<file path="config.mk">
export PLATFORM = sky130hd
export DESIGN_NAME = gain_cfg_sequencer
export DESIGN_NICKNAME = d
export VERILOG_FILES = /design/src/rtl/gain_cfg_sequencer.sv
export SDC_FILE = /design/constraint.sdc
export NUM_CORES = 1
export LEC_CHECK = 0
export ABC_CLOCK_PERIOD_IN_PS = 3100
export BUFFER_PORTS_ARGS = -buffer_cell sky130_fd_sc_hd__buf_2
export CORE_MARGIN = 1
export CORE_UTILIZATION = 46
export DETAILED_ROUTE_END_ITERATION = 8
export SLEW_MARGIN = 5
export SYNTH_ARGS = -nofsm -noshare
export SYNTH_HDL_FRONTEND = slang
export SYNTH_SLANG_ARGS = --single-unit
</file>
<file path="constraint.sdc">
create_clock -name clk -period 3.1 [get_ports clk]
set_input_delay 0.62 -clock clk [delete_from_list [all_inputs] [get_ports clk]]
set_output_delay 0.62 -clock clk [all_outputs]
set_load 0.1 [all_outputs]
</file>
<file path="src/rtl/gain_cfg_sequencer.sv">
// ============================================================================
// gain_cfg_sequencer : initializes reg_map, then serializes queued config/gain
//                      commands into one-byte-per-cycle register writes.
// Revision: 1.0
// ============================================================================
`default_nettype none

module gain_cfg_sequencer #(
   parameter int         GAIN_WIDTH  = 24,
   parameter int         ADDR_WIDTH  = 5,
   parameter int         FIFO_DEPTH  = 4,
   parameter logic [7:0] CFG_DEFAULT = 8'h00,
   parameter int         GAIN_MIN    = -24,
   parameter int         GAIN_MAX    = 24
) (
   input  logic                  clk,
   input  logic                  rst,
   input  logic                  cmd_valid,
   output logic                  cmd_ready,
   input  logic [3:0]            cmd_band,
   input  logic [GAIN_WIDTH-1:0] cmd_data,
   output logic                  reg_we,
   output logic [ADDR_WIDTH-1:0] reg_addr,
   output logic [7:0]            reg_wdata,
   output logic                  busy,
   output logic                  init_done,
   output logic                  done,
   output logic                  cmd_err
);

   localparam int                    c_PTR_W    = (FIFO_DEPTH > 1) ? $clog2(FIFO_DEPTH) : 1;
   localparam int                    c_CNT_W    = ADDR_WIDTH + 1;
   localparam logic [c_CNT_W-1:0]    c_INIT_END = c_CNT_W'(31);
   localparam logic [c_PTR_W:0]      c_FULL     = (c_PTR_W + 1)'(FIFO_DEPTH);
   localparam logic [GAIN_WIDTH-1:0] c_GMIN     = GAIN_WIDTH'(GAIN_MIN);
   localparam logic [GAIN_WIDTH-1:0] c_GMAX     = GAIN_WIDTH'(GAIN_MAX);

   typedef enum logic [2:0] {
      S_INIT   = 3'd0,
      S_IDLE   = 3'd1,
      S_WR_CFG = 3'd2,
      S_WR_LSB = 3'd3,
      S_WR_MID = 3'd4,
      S_WR_MSB = 3'd5
   } state_t;

   state_t                r_state, w_state_nxt;
   logic [c_CNT_W-1:0]    r_init_cnt, w_cnt_nxt;
   logic [GAIN_WIDTH-1:0] r_gain, w_sat;
   logic [ADDR_WIDTH-1:0] r_base, w_base;
   logic                  r_fin, w_fin;
   logic                  w_we, w_pop, w_err, w_init_set;
   logic [ADDR_WIDTH-1:0] w_addr;
   logic [7:0]            w_wdata;

   logic [3:0]            r_fifo_band [FIFO_DEPTH];
   logic [GAIN_WIDTH-1:0] r_fifo_data [FIFO_DEPTH];
   logic [c_PTR_W-1:0]    r_wptr, r_rptr;
   logic [c_PTR_W:0]      r_count;
   logic                  w_push, w_empty, w_full;
   logic [3:0]            w_head_band;
   logic [GAIN_WIDTH-1:0] w_head_data;

   assign w_empty     = (r_count == '0);
   assign w_full      = (r_count == c_FULL);
   assign w_push      = cmd_valid & ~w_full;
   assign w_head_band = r_fifo_band[r_rptr];
   assign w_head_data = r_fifo_data[r_rptr];
   assign cmd_ready   = ~w_full;
   assign busy        = (r_state != S_IDLE) || !w_empty;

   // Storage needs no reset: flushing is done by clearing the pointers.
   always_ff @(posedge clk) begin
      if (w_push) begin
         r_fifo_band[r_wptr] <= cmd_band;
         r_fifo_data[r_wptr] <= cmd_data;
      end
   end

   always_ff @(posedge clk or posedge rst) begin
      if (rst) begin
         r_wptr  <= '0;
         r_rptr  <= '0;
         r_count <= '0;
      end else begin
         if (w_push) r_wptr <= r_wptr + 1'b1;
         if (w_pop)  r_rptr <= r_rptr + 1'b1;
         case ({w_push, w_pop})
            2'b10:   r_count <= r_count + 1'b1;
            2'b01:   r_count <= r_count - 1'b1;
            default: r_count <= r_count;
         endcase
      end
   end

   always_comb begin
      w_sat = w_head_data;
      if ($signed(w_head_data) > $signed(c_GMAX))
         w_sat = c_GMAX;
      else if ($signed(w_head_data) < $signed(c_GMIN))
         w_sat = c_GMIN;
   end

   assign w_base = ADDR_WIDTH'(3 * int'(w_head_band) - 2);

   always_comb begin
      w_state_nxt = r_state;
      w_cnt_nxt   = r_init_cnt;
      w_we        = 1'b0;
      w_addr      = reg_addr;
      w_wdata     = reg_wdata;
      w_pop       = 1'b0;
      w_err       = 1'b0;
      w_fin       = 1'b0;
      w_init_set  = 1'b0;
      case (r_state)
         S_INIT: begin
            if (r_init_cnt == c_INIT_END) begin
               w_state_nxt = S_IDLE;
               w_init_set  = 1'b1;
            end else begin
               w_we      = 1'b1;
               w_addr    = r_init_cnt[ADDR_WIDTH-1:0];
               w_wdata   = (r_init_cnt == '0) ? CFG_DEFAULT : 8'h00;
               w_cnt_nxt = r_init_cnt + 1'b1;
            end
         end
         S_IDLE: begin
            if (!w_empty) begin
               w_pop = 1'b1;
               if (w_head_band == 4'd0)
                  w_state_nxt = S_WR_CFG;
               else if (w_head_band <= 4'd10)
                  w_state_nxt = S_WR_LSB;
               else
                  w_err = 1'b1;
            end
         end
         S_WR_CFG: begin
            w_we        = 1'b1;
            w_addr      = '0;
            w_wdata     = r_gain[7:0];
            w_fin       = 1'b1;
            w_state_nxt = S_IDLE;
         end
         S_WR_LSB: begin
            w_we        = 1'b1;
            w_addr      = r_base;
            w_wdata     = r_gain[7:0];
            w_state_nxt = S_WR_MID;
         end
         S_WR_MID: begin
            w_we        = 1'b1;
            w_addr      = r_base + ADDR_WIDTH'(1);
            w_wdata     = r_gain[15:8];
            w_state_nxt = S_WR_MSB;
         end
         S_WR_MSB: begin
            w_we        = 1'b1;
            w_addr      = r_base + ADDR_WIDTH'(2);
            w_wdata     = r_gain[23:16];
            w_fin       = 1'b1;
            w_state_nxt = S_IDLE;
         end
         default: w_state_nxt = S_INIT;
      endcase
   end

   // done trails the final write by one cycle, so it is staged through r_fin.
   always_ff @(posedge clk or posedge rst) begin
      if (rst) begin
         r_state    <= S_INIT;
         r_init_cnt <= '0;
         r_gain     <= '0;
         r_base     <= '0;
         r_fin      <= 1'b0;
         reg_we     <= 1'b0;
         reg_addr   <= '0;
         reg_wdata  <= '0;
         done       <= 1'b0;
         cmd_err    <= 1'b0;
         init_done  <= 1'b0;
      end else begin
         r_state    <= w_state_nxt;
         r_init_cnt <= w_cnt_nxt;
         r_fin      <= w_fin;
         reg_we     <= w_we;
         reg_addr   <= w_addr;
         reg_wdata  <= w_wdata;
         done       <= r_fin;
         cmd_err    <= w_err;
         if (w_init_set) init_done <= 1'b1;
         if (w_pop) begin
            r_gain <= (w_head_band == 4'd0) ? w_head_data : w_sat;
            r_base <= w_base;
         end
      end
   end

endmodule

`default_nettype wire

</file>
* Word-level counts from Yosys, hierarchy flattened
Memories as Yosys holds them, arrays and structs flattened.
Index checks and enable logic that the tools add are counted.
** Word-level totals
- RAM bits :: 112
- Register bits :: 63
- Input port bits :: 31
- Logic and storage cells :: 86
- Output and inout port bits :: 19
- Memories kept :: 2
** Memories
- r_fifo_data :: depth 4, bits a word 24, read ports 1, clocked after Yosys merged registers in 0, wr ports 1, RTL line 57 : logic [GAIN_WIDTH-1:0] r_fifo_data [FIFO_DEPTH];
- r_fifo_band :: depth 4, bits a word 4, read ports 1, clocked after Yosys merged registers in 0, wr ports 1, RTL line 56 : logic [3:0] r_fifo_band [FIFO_DEPTH];
** Cells by class
- Bitwise operators :: 3
- Equality and inequality tests :: 14
- Magnitude comparators :: 3
- $add $sub $neg :: 8
- Reductions and logical operators :: 15
- $mul :: 1
- Multiplexer cells :: 26
** Operators by type and width (number)
- two-way mux 24 bit :: 3
- one-hot mux 8 bit (4 select lines) :: 1
- one-hot mux 5 bit (5 select lines) :: 1
- greater-than comparator 24 x 6 -> 1 bit, second input constant :: 1
- < comparator 24 x 6 -> 1 bit, second input constant :: 1
- one-hot mux 3 bit (5 select lines) :: 1
- two-way mux 1 bit :: 12
- two-way mux 3 bit :: 4
- equality test 3 bit, second input constant :: 3
- two-way mux 8 bit :: 1
- adder 6 x 1 -> 6 bit, second input constant :: 1
- equality test 3 x 2 -> 1 bit, second input constant :: 2
- equality test 6 x 5 -> 1 bit, second input constant :: 1
- zero test 3 bit :: 2
- inequality test 2 bit, second input constant :: 3
- one-hot mux 3 bit (2 select lines) :: 1
- AND reduction 2 bit :: 3
- adder 5 x 1 -> 5 bit, second input constant :: 1
- adder 5 x 2 -> 5 bit, second input constant :: 1
- multiplier 2 x 4 -> 5 bit, first input constant :: 1
- two-way mux 5 bit :: 1
- nonzero test 5 bit :: 1
- subtractor 5 x 2 -> 5 bit, second input constant :: 1
- adder 2 x 1 -> 2 bit, second input constant :: 2
- 19 further kinds :: 21

* Longest topological paths before layout
An unclocked memory read counts as a cell.
- Depth in word-level cells :: 6
- Gate-level depth with buffers :: 12
- Mapped depth without buffers :: 10

* Least setup slack after synthesis
No wires, ideal clock.
- Path kind :: register to register
- Start point :: reg r_count[0]
- End point :: reg r_count[2]
- Period minus slack after synthesis :: 2.915 ns
- Setup slack :: 0.185 ns
- Stages on the path, launching flop included :: 11
- Library setup time :: 0.079 ns
- Data required time :: 3.021 ns
- Arrival time :: 2.836 ns
- Buffers on the path :: 0
- Cell sequence :: dfrtp_1 inv_1 nand3_1 and2_1 inv_1 ha_1 inv_1 fa_1 xor2_1 nor2_1 xor2_1
** Between the ends
- Cells in the longest elaborated chain, start to end :: 5
- Elaborated cells on any way between the ends :: 12
- Those cells by class :: 2 x add/sub; 3 x eq/ne; 3 x mux; 2 x bitwise; 2 x reduce/logical
** Ends and longest elaborated chain
- start, declared :: RTL line 59 : logic [c_PTR_W:0] r_count;
- start signal, assigned :: RTL line 89 : 2'b10: r_count <= r_count + 1'b1;
- start signal, assigned :: RTL line 90 : 2'b01: r_count <= r_count - 1'b1;
- start signal, assigned :: RTL line 91 : default: r_count <= r_count;
- equality test 3 bit * :: RTL line 65 : assign w_full = (r_count == c_FULL);
- inverter 1 bit *
- via cmd_ready :: RTL line 19 : output logic cmd_ready,
- bitwise AND 1 bit * :: RTL line 66 : assign w_push = cmd_valid & ~w_full;
- equality test 2 x 1 -> 1 bit / equality test 2 bit (equally long branches) :: RTL line 88 : case ({w_push, w_pop})
- one-hot mux 3 bit (2 select lines) / nonzero test 2 bit (equally long branches)
The timed path passes the listed nets; every way through them passes the cells marked *.
A chain may end at the register's enable or synchronous reset.

* Worst setup path after layout
- Start point :: reg r_rptr[0]
- End point :: reg r_gain[1]
** Between the ends
- Cells in the longest elaborated chain, start to end :: 5
- Elaborated cells on any way between the ends :: 8
- Those cells by class :: 2 x order compare; 3 x mux; 1 x reduce/logical; 2 x memory
** Ends and longest elaborated chain
- start, declared :: RTL line 58 : logic [c_PTR_W-1:0] r_wptr, r_rptr;
- start signal, assigned :: RTL line 87 : if (w_pop) r_rptr <= r_rptr + 1'b1;
- memory read (4 x 24 bit)
- < comparator 24 x 6 -> 1 bit :: RTL line 100 : else if ($signed(w_head_data) < $signed(c_GMIN))
- two-way mux 24 bit :: RTL line 100
- two-way mux 24 bit :: RTL line 98 : if ($signed(w_head_data) > $signed(c_GMAX))
- two-way mux 24 bit * :: RTL line 194 : r_gain <= (w_head_band == 4'd0) ? w_head_data : w_sat;
- end signal, assigned :: RTL line 194
- end, declared :: RTL line 49 : logic [GAIN_WIDTH-1:0] r_gain, w_sat;
Mark *: on every way between the ends. The rest lies on a longest branch, timed or not.

==> impl_metrics.yaml <==
timing:
  fin_crit_sh_pct: 88.25
  hold_viol: 0
  clock.fmax_mhz: 365.5
  skew_ns: 0.02037
  setup_viol: 0
  finalCriticalPeriod_ns: 2.736
  drv_slew: 0
  tightestPinTransition_ns: 0.8413
  slew_headroom_pct: 43.48
  worst_slack_ns: 0.3641
  tns_ns: 0
  rsz0062_at_grt: "false"
run_status:
  status: "finished clean"
hold_path:
  min_path_type: "primary input to async pin"
cells_and_area:
  seq_area_um2: 4940
  fillers: 1263
  drive_above_1_share_pct: 23.91
  utilization_pct: 54.40
  antenna_cells: 0
  nNetsFinal: 564
  multiInputGateArea_um2: 2200
  syn_to_final_growth_pct: 14.12
pwr:
  p_clk_share_pct: 20.7
  ir_drop_mv: 0.6772
  p_sw_share_pct: 39.35
  pwr-share-comb_pct: 41.9
  p_int_w: 0.005655
  power.density_nw_per_um2: 1111
  p_seq_share_pct: 37.4
  p_leak_nw: 3.221
  p_sw_w: 0.003669
cts:
  cts.htree.levels: 4
  clk_latency_ns: 0.43
  hold_buffers: 0
  cts_buffer_depth: 2
  clock-sinks: 175
  cts_tree: "built"
  cts_setup_buffers: 0
  cts_buffers: 17
  path_clk_slew_ns: 0.07
  cts_resized: 0
  root_buffer: "clkbuf_16"
detailed_routing:
  drt_wl_total_um: 13640
  drcViolationCount: 0
  num_vias: 4019
  first_pass_iters: 5
  wl_per_cell_um: 18.49
  via_per_inst: 5.446
  drt_first_iter_violations: 279
  postRouteAntennaNets: 0
yosys:
  synth-adder-area-share_pct: 3.437
  syn-num-nets: 504
  synth_edf_count: 112
  synthXorXnorAreaFrac_pct: 1.548
  synth_largest_area_cell: "edfxtp_1"
  synth-simple-area-share_pct: 5.717
  seq_area_frac_synth_pct: 67.18
  synth_cell_types: 54
  yosys-mux-area-fraction_pct: 10.65
  ys_warn_count: 0
  synth_top_area_share_pct: 45.74
  synth_top_family_by_area: "multiplexers"
  syn_avg_cell_area_um2: 16.20
  async_flop_share_pct: 36.00
  synth_top_flop_cell: "edfxtp_1"
  postSynthCellCount: 454
  syn_area_um2: 7353
  synth_area_leaders: "edfxtp_1 (46%), dfrtp_1 (21%), mux4_2 (5.2%)"
  synth-compound-area-share_pct: 8.559
  ys_seq_elements: 175
global_routing:
  antenna_found_initial: 0
  grt_max_degree: 31
  overflow: 0
  grt_pass1_wl_um: 22290
  grt_pass1_vias: 4066
  track_usage_pct: 18.31
critical_path:
  crit_required_ns: 3.46
  crit_arrival_ns: 3.09
  crit_type: "flip-flop to flip-flop"
  start_kind: "flip-flop"
  cp_max_fo: 30
  end_kind: "flip-flop"
floorplanning:
  io_pins: 50
  die_y_um: 128.4
  die_w_um: 128.4
  dieArea_um2: 16500
  fp-row-count: 45
  initial_core_util_pct: 47.66
  design.core.area_um2: 15430
place:
  dpl_worst_slack_ns: 0.3771
  io_buffers: 49
  dpl.hpwl_um: 9112
  place_congestion: 0.8176
flow_run:
  cap_violations: 0
==> area by class of cell <==
type	count	area share (%)
timing repair buffer	62	4.383
clock buffer	19	5.159
multi-input combinational	236	26.21
inverter	22	0.9840
tap	211	3.146
clock inverter	13	1.252
sequential	175	58.86
==> stage by stage <==
| step | power (W) | hold WS [ns] | cells | cell area [µm²] |
|---|---|---|---|---|
| floorplan | 0.006591 | 0.3312 | 454 | 7353 |
| global placement | 0.007409 | 0.3347 | 706 | 7854 |
| detailed placement | 0.007480 | 0.3362 | 706 | 7854 |
| CTS | 0.009430 | 0.1809 | 738 | 8392 |
| global route | 0.009934 | 0.1894 | 738 | 8392 |
| finish | 0.009324 | 0.1864 | 738 | 8392 |
==> path summary, 6_finish.rpt <==
path                       startpoint         end  slack, ns  cells past startpoint
setup / recovery            r_rptr[0]   r_gain[1]       0.36                     10
hold / removal                    rst  r_gain[21]       0.19                      2
setup reg to reg            r_rptr[0]   r_gain[1]       0.36                     10
hold reg to reg                 r_fin        done       0.35                      0
max in group asynchronous         rst   r_base[3]       2.26                      3
min in group clk                r_fin        done       0.35                      0
==> layer usage <==
| metal | vias to the layer above | track usage, % | part of all wire [%] |
|---|---|---|---|
| met1 | 2013 | 24.89 | 47 |
| li1 | 1899 | - | - |
| met5 | - | 0 | 0 |
| met3 | 14 | 4.906 | 4.0 |
| met4 | 0 | 7.474 | 1.5 |
| met2 | 93 | 28.14 | 47 |
==> logic make-up (layout without fill, tap and decap cells) <==
group	count (synthesis)	count (layout)
compound gates	77	77
mux	39	39
simple gates	88	88
buf+inv	43	116
fa+ha+maj	19	19
flops	175	175
xor+xnor	13	13
==> cell usage after synthesis, drive strengths merged, types with 3 or more instances <==
master / n
xor2: 3
nand4: 7
mux4: 28
o21ai: 23
buf: 7
inv: 22
xnor2: 10
nand3: 6
a221o: 8
a22o: 3
and3: 5
edfxtp: 112
o221a: 18
and2: 3
a31oi: 3
mux2i: 10
clkbuf: 14
a21oi: 7
nor4: 4
nand2b: 4
nand2: 25
ha: 17
nor2: 24
dfrtp: 63
nor3: 3
==> power by group through the flow <==
| stage | clock network, W | logic, W | registers (W) |
|---|---|---|---|
| final | 0.00193 | 0.00391 | 0.00349 |
| after global routing | 0.00209 | 0.00429 | 0.00355 |
| after CTS | 0.00198 | 0.00396 | 0.00349 |
| after detailed placement | 0 | 0.00394 | 0.00354 |
| after global placement | 0 | 0.00389 | 0.00352 |
| after floorplan | 0 | 0.00248 | 0.00412 |
==> state kept, by name (all words and copies together) (netlist names) <==
name,cells
r_fifo_data,96
r_gain,24
r_fifo_band,16
reg_wdata,8
r_init_cnt,6
r_base,5
reg_addr,5
r_count,3
r_state,3
r_rptr,2
r_wptr,2
cmd_err,1
done,1
init_done,1
r_fin,1
reg_we,1
==> worst max-delay path: stages (launching register included) <==
cell and delay, ns:
dfrtp_1 0.40, buf_12 0.20, mux4_1 0.46, nand4_1 0.11, a2111oi_0 0.38, nand2_1 0.11
ha_1 0.29, inv_1 0.09, nand2_1 0.06, o32ai_2 0.37, a22o_2 0.19
==> cell usage in the layout, fill, tap and decap left out, drive strengths merged, types with 2 or more instances in the layout <==
cell type  instances
o21ai             23
edfxtp           112
buf               62
xor2               3
fa                 2
nand2b             4
nand3              6
ha                17
dfrtp             63
mux4              28
nand4              7
and2               3
clkbuf            19
nor3               3
inv               27
clkinvlp           2
a221oi             2
a21oi              7
a22o               3
a31oi              3
nor4               4
nand2             25
clkinv             6
nor2b              2
or2                2
and3               5
a311oi             2
nor2              24
a21o               2
o221a             18
mux2i             10
xnor2             10
a221o              8
Power figures use the tool's default switching activity.
